$ cat config.mk
export PLATFORM = sky130hd
export DESIGN_NAME = mic_ram_writer
export DESIGN_NICKNAME = d
export VERILOG_FILES = /design/src/rtl/mic_ram_pkg.sv /design/src/rtl/mic_sample_packer.sv /design/src/rtl/mic_ram_writer.sv
export SDC_FILE = /design/constraint.sdc
export NUM_CORES = 1
export LEC_CHECK = 0
export ABC_AREA = 1
export BUFFER_PORTS_ARGS = -buffer_cell sky130_fd_sc_hd__buf_2
export CORE_MARGIN = 2
export CORE_UTILIZATION = 49
export DETAILED_ROUTE_END_ITERATION = 7
export PLACE_DENSITY = 0.84
export SYNTH_ARGS = -nofsm -noshare
export SYNTH_HDL_FRONTEND = slang
export SYNTH_HIERARCHICAL = 1
export SYNTH_SLANG_ARGS = --single-unit
export TNS_END_PERCENT = 20
$ cat constraint.sdc
create_clock -name clk -period 1.8 [get_ports clk]
set_input_delay 0.36 -clock clk [delete_from_list [all_inputs] [get_ports clk]]
set_output_delay 0.36 -clock clk [all_outputs]
set_load 0.05 [all_outputs]
$ cat src/rtl/mic_ram_pkg.sv
// Shared types and defaults for the microphone-to-RAM capture path.
//   state_t       : capture FSM states
//   *_DEF         : default geometry for mic_ram_writer
//   BYTE_EN_ALL   : full-word byte enable for the RAM s2 port
package mic_ram_pkg;

  localparam int unsigned ADDR_W_DEF   = 10;
  localparam int unsigned SAMPLE_W_DEF = 16;
  localparam int unsigned OVR_W_DEF    = 16;

  localparam logic [3:0] BYTE_EN_ALL = 4'hF;

  typedef enum logic [1:0] {
    IDLE      = 2'd0,
    FILL      = 2'd1,
    WAIT_FREE = 2'd2
  } state_t;

endpackage

$ cat src/rtl/mic_sample_packer.sv
// Pairs consecutive accepted samples into one word {second, first}.
// Ports:
//   clk, reset    : clock, synchronous active-high reset
//   accept        : s_data is a sample to take this cycle
//   flush         : drop any unpaired sample held in the slot
//   s_data        : sample value
//   word_valid_c  : combinational, a pair completes this cycle
//   word_c        : combinational, {s_data, held first sample}
module mic_sample_packer #(
  parameter int unsigned SAMPLE_W = 16
) (
  input  logic                  clk,
  input  logic                  reset,
  input  logic                  accept,
  input  logic                  flush,
  input  logic [SAMPLE_W-1:0]   s_data,
  output logic                  word_valid_c,
  output logic [2*SAMPLE_W-1:0] word_c
);

  logic                slot_full;
  logic [SAMPLE_W-1:0] slot_data;

  assign word_valid_c = accept && slot_full;
  assign word_c       = {s_data, slot_data};

  // Low half-word holding register
  always_ff @(posedge clk) begin
    if (reset) begin
      slot_full <= 1'b0;
      slot_data <= '0;
    end else if (flush) begin
      slot_full <= 1'b0;
    end else if (accept) begin
      if (slot_full) begin
        slot_full <= 1'b0;
      end else begin
        slot_full <= 1'b1;
        slot_data <= s_data;
      end
    end
  end

endmodule

$ cat src/rtl/mic_ram_writer.sv
// Streams microphone samples, packed two per word, into a dual-port RAM
// used as two ping-pong halves; software holds a half until it releases it.
// Optional header word per half: define MIC_RAM_WRITER_TAG_EN.
// Ports:
//   clk, reset          : clock, synchronous active-high reset
//   enable              : capture enable (level)
//   s_valid, s_data     : sample strobe and value
//   buf_release         : pulse, software drained half release_id
//   release_id          : half being released
//   ram_*               : RAM s2 port (address, chipselect, clken, write,
//                         writedata, byteenable)
//   half_done, half_id  : one-cycle pulse and id of a completed half
//   half_busy           : per-half "held by software" flags
//   overrun_cnt         : saturating count of dropped samples
module mic_ram_writer
  import mic_ram_pkg::*;
#(
  parameter int unsigned ADDR_W   = ADDR_W_DEF,
  parameter int unsigned SAMPLE_W = SAMPLE_W_DEF,
  parameter int unsigned OVR_W    = OVR_W_DEF
) (
  input  logic                  clk,
  input  logic                  reset,
  input  logic                  enable,
  input  logic                  s_valid,
  input  logic [SAMPLE_W-1:0]   s_data,
  input  logic                  buf_release,
  input  logic                  release_id,
  output logic [ADDR_W-1:0]     ram_address,
  output logic                  ram_chipselect,
  output logic                  ram_clken,
  output logic                  ram_write,
  output logic [2*SAMPLE_W-1:0] ram_writedata,
  output logic [3:0]            ram_byteenable,
  output logic                  half_done,
  output logic                  half_id,
  output logic [1:0]            half_busy,
  output logic [OVR_W-1:0]      overrun_cnt
);

  localparam int unsigned WORD_W = 2 * SAMPLE_W;
  localparam int unsigned OFF_W  = ADDR_W - 1;

  state_t              state, state_nxt;
  logic [ADDR_W-1:0]   ptr;
  logic                last_pending;   // last word of a half was written last edge
  logic                accept_c;
  logic                flush_c;
  logic                pk_valid_c;
  logic [WORD_W-1:0]   pk_word_c;
  logic [1:0]          busy_nxt_c;
  logic                tgt_half_c;
  logic                hdr_now_c;
  logic                wr_c;
  logic [WORD_W-1:0]   wr_data_c;

`ifdef MIC_RAM_WRITER_TAG_EN
  logic                hdr_pending;
  logic [SAMPLE_W-1:0] frame_seq;
  logic [SAMPLE_W-1:0] hdr_seq_c;
`endif

  assign ram_clken      = 1'b1;
  assign ram_byteenable = BYTE_EN_ALL;

  // Half the pointer currently targets (already wrapped after a last word)
  assign tgt_half_c = ptr[ADDR_W-1];

  mic_sample_packer #(
    .SAMPLE_W (SAMPLE_W)
  ) u_packer (
    .clk          (clk),
    .reset        (reset),
    .accept       (accept_c),
    .flush        (flush_c),
    .s_data       (s_data),
    .word_valid_c (pk_valid_c),
    .word_c       (pk_word_c)
  );

  // Busy flags: release clears, completion sets; set wins on the same half
  always_comb begin
    busy_nxt_c = half_busy;
    if (buf_release) busy_nxt_c[release_id] = 1'b0;
    if (last_pending) busy_nxt_c[ram_address[ADDR_W-1]] = 1'b1;
  end

  // Next state and sample acceptance
  always_comb begin
    state_nxt = state;
    accept_c  = 1'b0;
    case (state)
      IDLE: begin
        if (enable) state_nxt = half_busy[tgt_half_c] ? WAIT_FREE : FILL;
      end
      FILL: begin
        accept_c = enable && s_valid;
        if (!enable) begin
          state_nxt = IDLE;
        end else if (last_pending && busy_nxt_c[tgt_half_c]) begin
          state_nxt = WAIT_FREE;
        end
      end
      WAIT_FREE: begin
        if (!enable) begin
          state_nxt = IDLE;
        end else if (!half_busy[tgt_half_c]) begin
          state_nxt = FILL;
        end
      end
      default: state_nxt = IDLE;
    endcase
    flush_c = (state_nxt != FILL);
  end

  // Write source: header word (optional) or a completed sample pair
  always_comb begin
`ifdef MIC_RAM_WRITER_TAG_EN
    // On a wrap that stays in FILL the header carries the incremented sequence
    hdr_seq_c = last_pending ? frame_seq + SAMPLE_W'(1) : frame_seq;
    hdr_now_c = (state == FILL) && enable &&
                (hdr_pending || (last_pending && state_nxt == FILL));
    wr_data_c = hdr_now_c ? {hdr_seq_c, SAMPLE_W'(overrun_cnt)} : pk_word_c;
`else
    hdr_now_c = 1'b0;
    wr_data_c = pk_word_c;
`endif
    wr_c = pk_valid_c || hdr_now_c;
  end

  // State register
  always_ff @(posedge clk) begin
    if (reset) state <= IDLE;
    else       state <= state_nxt;
  end

  // RAM port, pointer, completion and overrun bookkeeping
  always_ff @(posedge clk) begin
    if (reset) begin
      ptr            <= '0;
      last_pending   <= 1'b0;
      ram_address    <= '0;
      ram_chipselect <= 1'b0;
      ram_write      <= 1'b0;
      ram_writedata  <= '0;
      half_done      <= 1'b0;
      half_id        <= 1'b0;
      half_busy      <= 2'b00;
      overrun_cnt    <= '0;
    end else begin
      ram_write      <= wr_c;
      ram_chipselect <= wr_c;
      last_pending   <= 1'b0;
      if (wr_c) begin
        ram_address   <= ptr;
        ram_writedata <= wr_data_c;
        last_pending  <= &ptr[OFF_W-1:0];
      end
      // Disable abandons the partial half: restart at its first word
      if (!enable)   ptr <= {ptr[ADDR_W-1], {OFF_W{1'b0}}};
      else if (wr_c) ptr <= ptr + ADDR_W'(1);

      half_done <= last_pending;
      if (last_pending) half_id <= ram_address[ADDR_W-1];
      half_busy <= busy_nxt_c;

      if ((state == WAIT_FREE) && s_valid && !(&overrun_cnt))
        overrun_cnt <= overrun_cnt + OVR_W'(1);
    end
  end

`ifdef MIC_RAM_WRITER_TAG_EN
  // Header request on FILL entry and per-half frame sequence
  always_ff @(posedge clk) begin
    if (reset) begin
      hdr_pending <= 1'b0;
      frame_seq   <= '0;
    end else begin
      if (state_nxt != FILL)  hdr_pending <= 1'b0;
      else if (state != FILL) hdr_pending <= 1'b1;
      else if (hdr_now_c)     hdr_pending <= 1'b0;
      if (last_pending) frame_seq <= frame_seq + SAMPLE_W'(1);
    end
  end
`endif

endmodule
==> reports/qor.csv <==
stage,metric,value,unit
clock_tree,cts_inserted_buffers,9,
cells_and_area,design_area,4750,um2
cells_and_area,layout_commonest_cell,nor2_1,
clock_tree,tritoncts,built,
detailed_routing,dr.first_iter.drc_count,137,
placed_design,port_buffers,85,
synthesis,synth-seq-area-share,45.1,%
placed_design,dp_cells,730,
clock_tree,clkLatencyLatePin,370,ps
worst_setup_path,r2r_slack,140,ps
cells_and_area,n_antenna_cell,0,
worst_setup_path,cp.required,2100,ps
global_routing,grt_max_degree,43,
detailed_routing,wl_per_cell,12.9,um
global_routing,met2_usage,38.2,%
global_routing,grt_pass1_wl,15900,um
global_routing,globalRouteTotalUtil,21.8,%
floorplanning,row_count,33,
worst_setup_path,r2r_start,overrun_cnt[0],
detailed_routing,viasPerCell,5.10,
min_path,holdCritPathClass,in -> reg,
worst_setup_path,r2r_cells,7,
floorplanning,ios,91,
timing,fin_crit,1660,ps
cells_and_area,syn_to_final_growth,15.1,%
timing,finalSetupViolations,0,
detailed_routing,firstDrtPassIters,4,
clock_tree,cts.path.max_buffers,2,
pwr,p_leak,2.28,nW
cells_and_area,drive_gt1_share,23.6,%
timing,max_freq,0.602,GHz
synthesis,yosys_warnings,6,
clock_tree,clk_pin_slew,100,ps
global_routing,first_global_vias,3651,
synthesis,synth_seq_cells,93,
global_routing,met1_usage,25.4,%
synthesis,synth_cell_types,31,
floorplanning,start_util,50.5,%
clock_tree,cts_setup_buffers,0,
global_routing,busiest_layer,met2,
timing,fin_crit_sh,92.3,%
pwr,p_total,3.66,mW
cells_and_area,post_layout_nonfiller_instances,746,
synthesis,avgSynthCellArea,7.31,um2
clock_tree,root_buffer,clkbuf_8,
cells_and_area,final_nets,661,
global_routing,overflow,0,
run_status,status,completed,
placed_design,dpl_cell_area,4540,um2
detailed_routing,drtAntennaViolNets,0,
floorplanning,die_h,95.8,um
min_path,hold_start,s_data[1],
run,cap_violations,0,
min_path,whs_endpoint,ram_writedata[17],
detailed_routing,wl,9660,um
worst_setup_path,crit_path_end_kind,flip-flop,
clock_tree,htree_levels,3,
detailed_routing,drc_errors,0,
floorplanning,dieArea,9180,um2
pwr,p_per_area,770,nW/um2
detailed_routing,vias,3801,
timing,fin_skew,14.4,ps
min_path,whs_path_depth,3,
worst_setup_path,cp.arrival,1960,ps
cells_and_area,mostFrequentLayoutCells,"nor2_1 (111), dfxtp_1 (91), nand2_1 (90)",
worst_setup_path,worstSetupPathType,reg -> reg,
global_routing,use_met3,6.03,%
pwr,peakVddDrop,0.429,mV
worst_setup_path,critPathMaxFanout,13,
placed_design,gp_congestion,0.874,
timing,hold_viol,0,
worst_setup_path,critPathLaunchType,flip-flop,
global_routing,antenna_found_initial,0,
synthesis,syn-instance-count,565,
floorplanning,core,8180,um2
placed_design,hpwl,7060,um
timing,drv_slew,0,
clock_tree,clock_sinks,93,
worst_setup_path,reg2reg_to,overrun_cnt[3],
floorplanning,die_w,95.8,um
synthesis,syn_area,4130,um2
## Yosys cell counts
cell | count | share of area, %
a31oi_1 | 1 | 0.15
nand2_2 | 6 | 0.91
nand4_1 | 7 | 1.1
xor2_1 | 4 | 0.85
buf_6 | 6 | 1.6
a21oi_2 | 10 | 2.1
conb_1 | 1 | 0.091
nor2_2 | 5 | 0.76
inv_1 | 48 | 4.4
nand2_1 | 90 | 8.2
a41oi_1 | 1 | 0.21
and3_1 | 1 | 0.15
a21boi_0 | 1 | 0.18
o21ai_4 | 1 | 0.39
nand3b_1 | 1 | 0.18
a21oi_1 | 38 | 4.6
o21ai_0 | 48 | 5.8
clkbuf_1 | 13 | 1.2
nor4_1 | 1 | 0.15
buf_1 | 1 | 0.091
dfxtp_1 | 93 | 45
inv_2 | 1 | 0.091
nor3_1 | 9 | 1.1
ha_1 | 3 | 0.91
buf_4 | 25 | 4.5
buf_2 | 3 | 0.36
nor2_1 | 111 | 10
nand3_1 | 31 | 3.8
xnor2_1 | 2 | 0.42
nor2_4 | 1 | 0.27
or2_2 | 2 | 0.30
## worst max-delay path, stage by stage (launching register included)
cell and delay, ps:
dfxtp_2 370, ha_1 200, nand2_1 60, nor2_1 180
nand2_2 120, o21ai_4 360, nand2_1 130, a21oi_2 160
## through the flow
step	utilization (%)	worst slack, ps	setup TNS (ps)	hold slack [ps]
after CTS	58.0	43.6	0	215
after global placement	55.6	31.5	0	445
final	58.1	139	0	243
after global routing	58.1	-32.0	-32.0	242
after floorplan	-	-52.1	-833	422
after detailed placement	55.6	-18.4	-27.8	468
## power by group
group          internal (mW)  switching, mW  leakage [nW]
Sequential              2.07        0.00700         0.751
Clock                  0.553          0.827         0.102
Combinational         0.0653          0.139          1.43
Total                   2.69          0.973          2.28
## what timing repair did
| item | in CTS | in global routing |
|---|---|---|
| endpoints found under the hold margin | 0 | 0 |
| endpoints found under the setup margin | 12 | 38 |
| pin swaps | 0 | 2 |
| hold buffers | 0 | 0 |
| gates resized for setup | 1 | 4 |
## state kept, by name, summed over array words and instances, names as in the netlist, 2 cells and up
| name | count |
|---|---|
| half_busy | 2 |
| u_packer/slot_data | 16 |
| ptr | 10 |
| state | 2 |
| ram_address | 10 |
| overrun_cnt | 16 |
| ram_writedata | 32 |
## logic make-up after synthesis
family / synth area share [%]
AOI/OAI and AO/OA: 13.5
other: 0.0908
adders and majority gates: 0.909
xor gates and xnor gates: 1.27
DFF: 45.1
and+or+nand+nor: 26.9
buffers and inverters: 12.3
## worst max path at each step
| stage | from | to | slack (ps) | depth (start not counted) |
|---|---|---|---|---|
| CTS | state[0] | ptr[1] | 40 | 8 |
| floorplan | half_busy[0] | u_packer/slot_data[0] | -50 | 8 |
| detailed placement | enable | ptr[1] | -20 | 9 |
| finish | overrun_cnt[0] | overrun_cnt[3] | 140 | 7 |
| global route | state[1] | ptr[7] | -30 | 9 |
| global placement | enable | ptr[1] | 30 | 9 |
## layer usage
layer  routed length, um  vias to the layer above
met3                 663                       18
met2                4650                      122
met4                 145                        0
met5                   0                        -
li1                    -                     1921
met1                4200                     1740
## final cells by class
cell class | instances | area [um2]
clock buffer | 9 | 124
clock inverter | 7 | 73.8
fill | 789 | 3420
inverter | 49 | 186
multi-input combinational | 379 | 1790
sequential | 93 | 1860
tap | 105 | 131
timing repair buffer | 104 | 581
No activity file was read; power rests on OpenSTA's default activity.
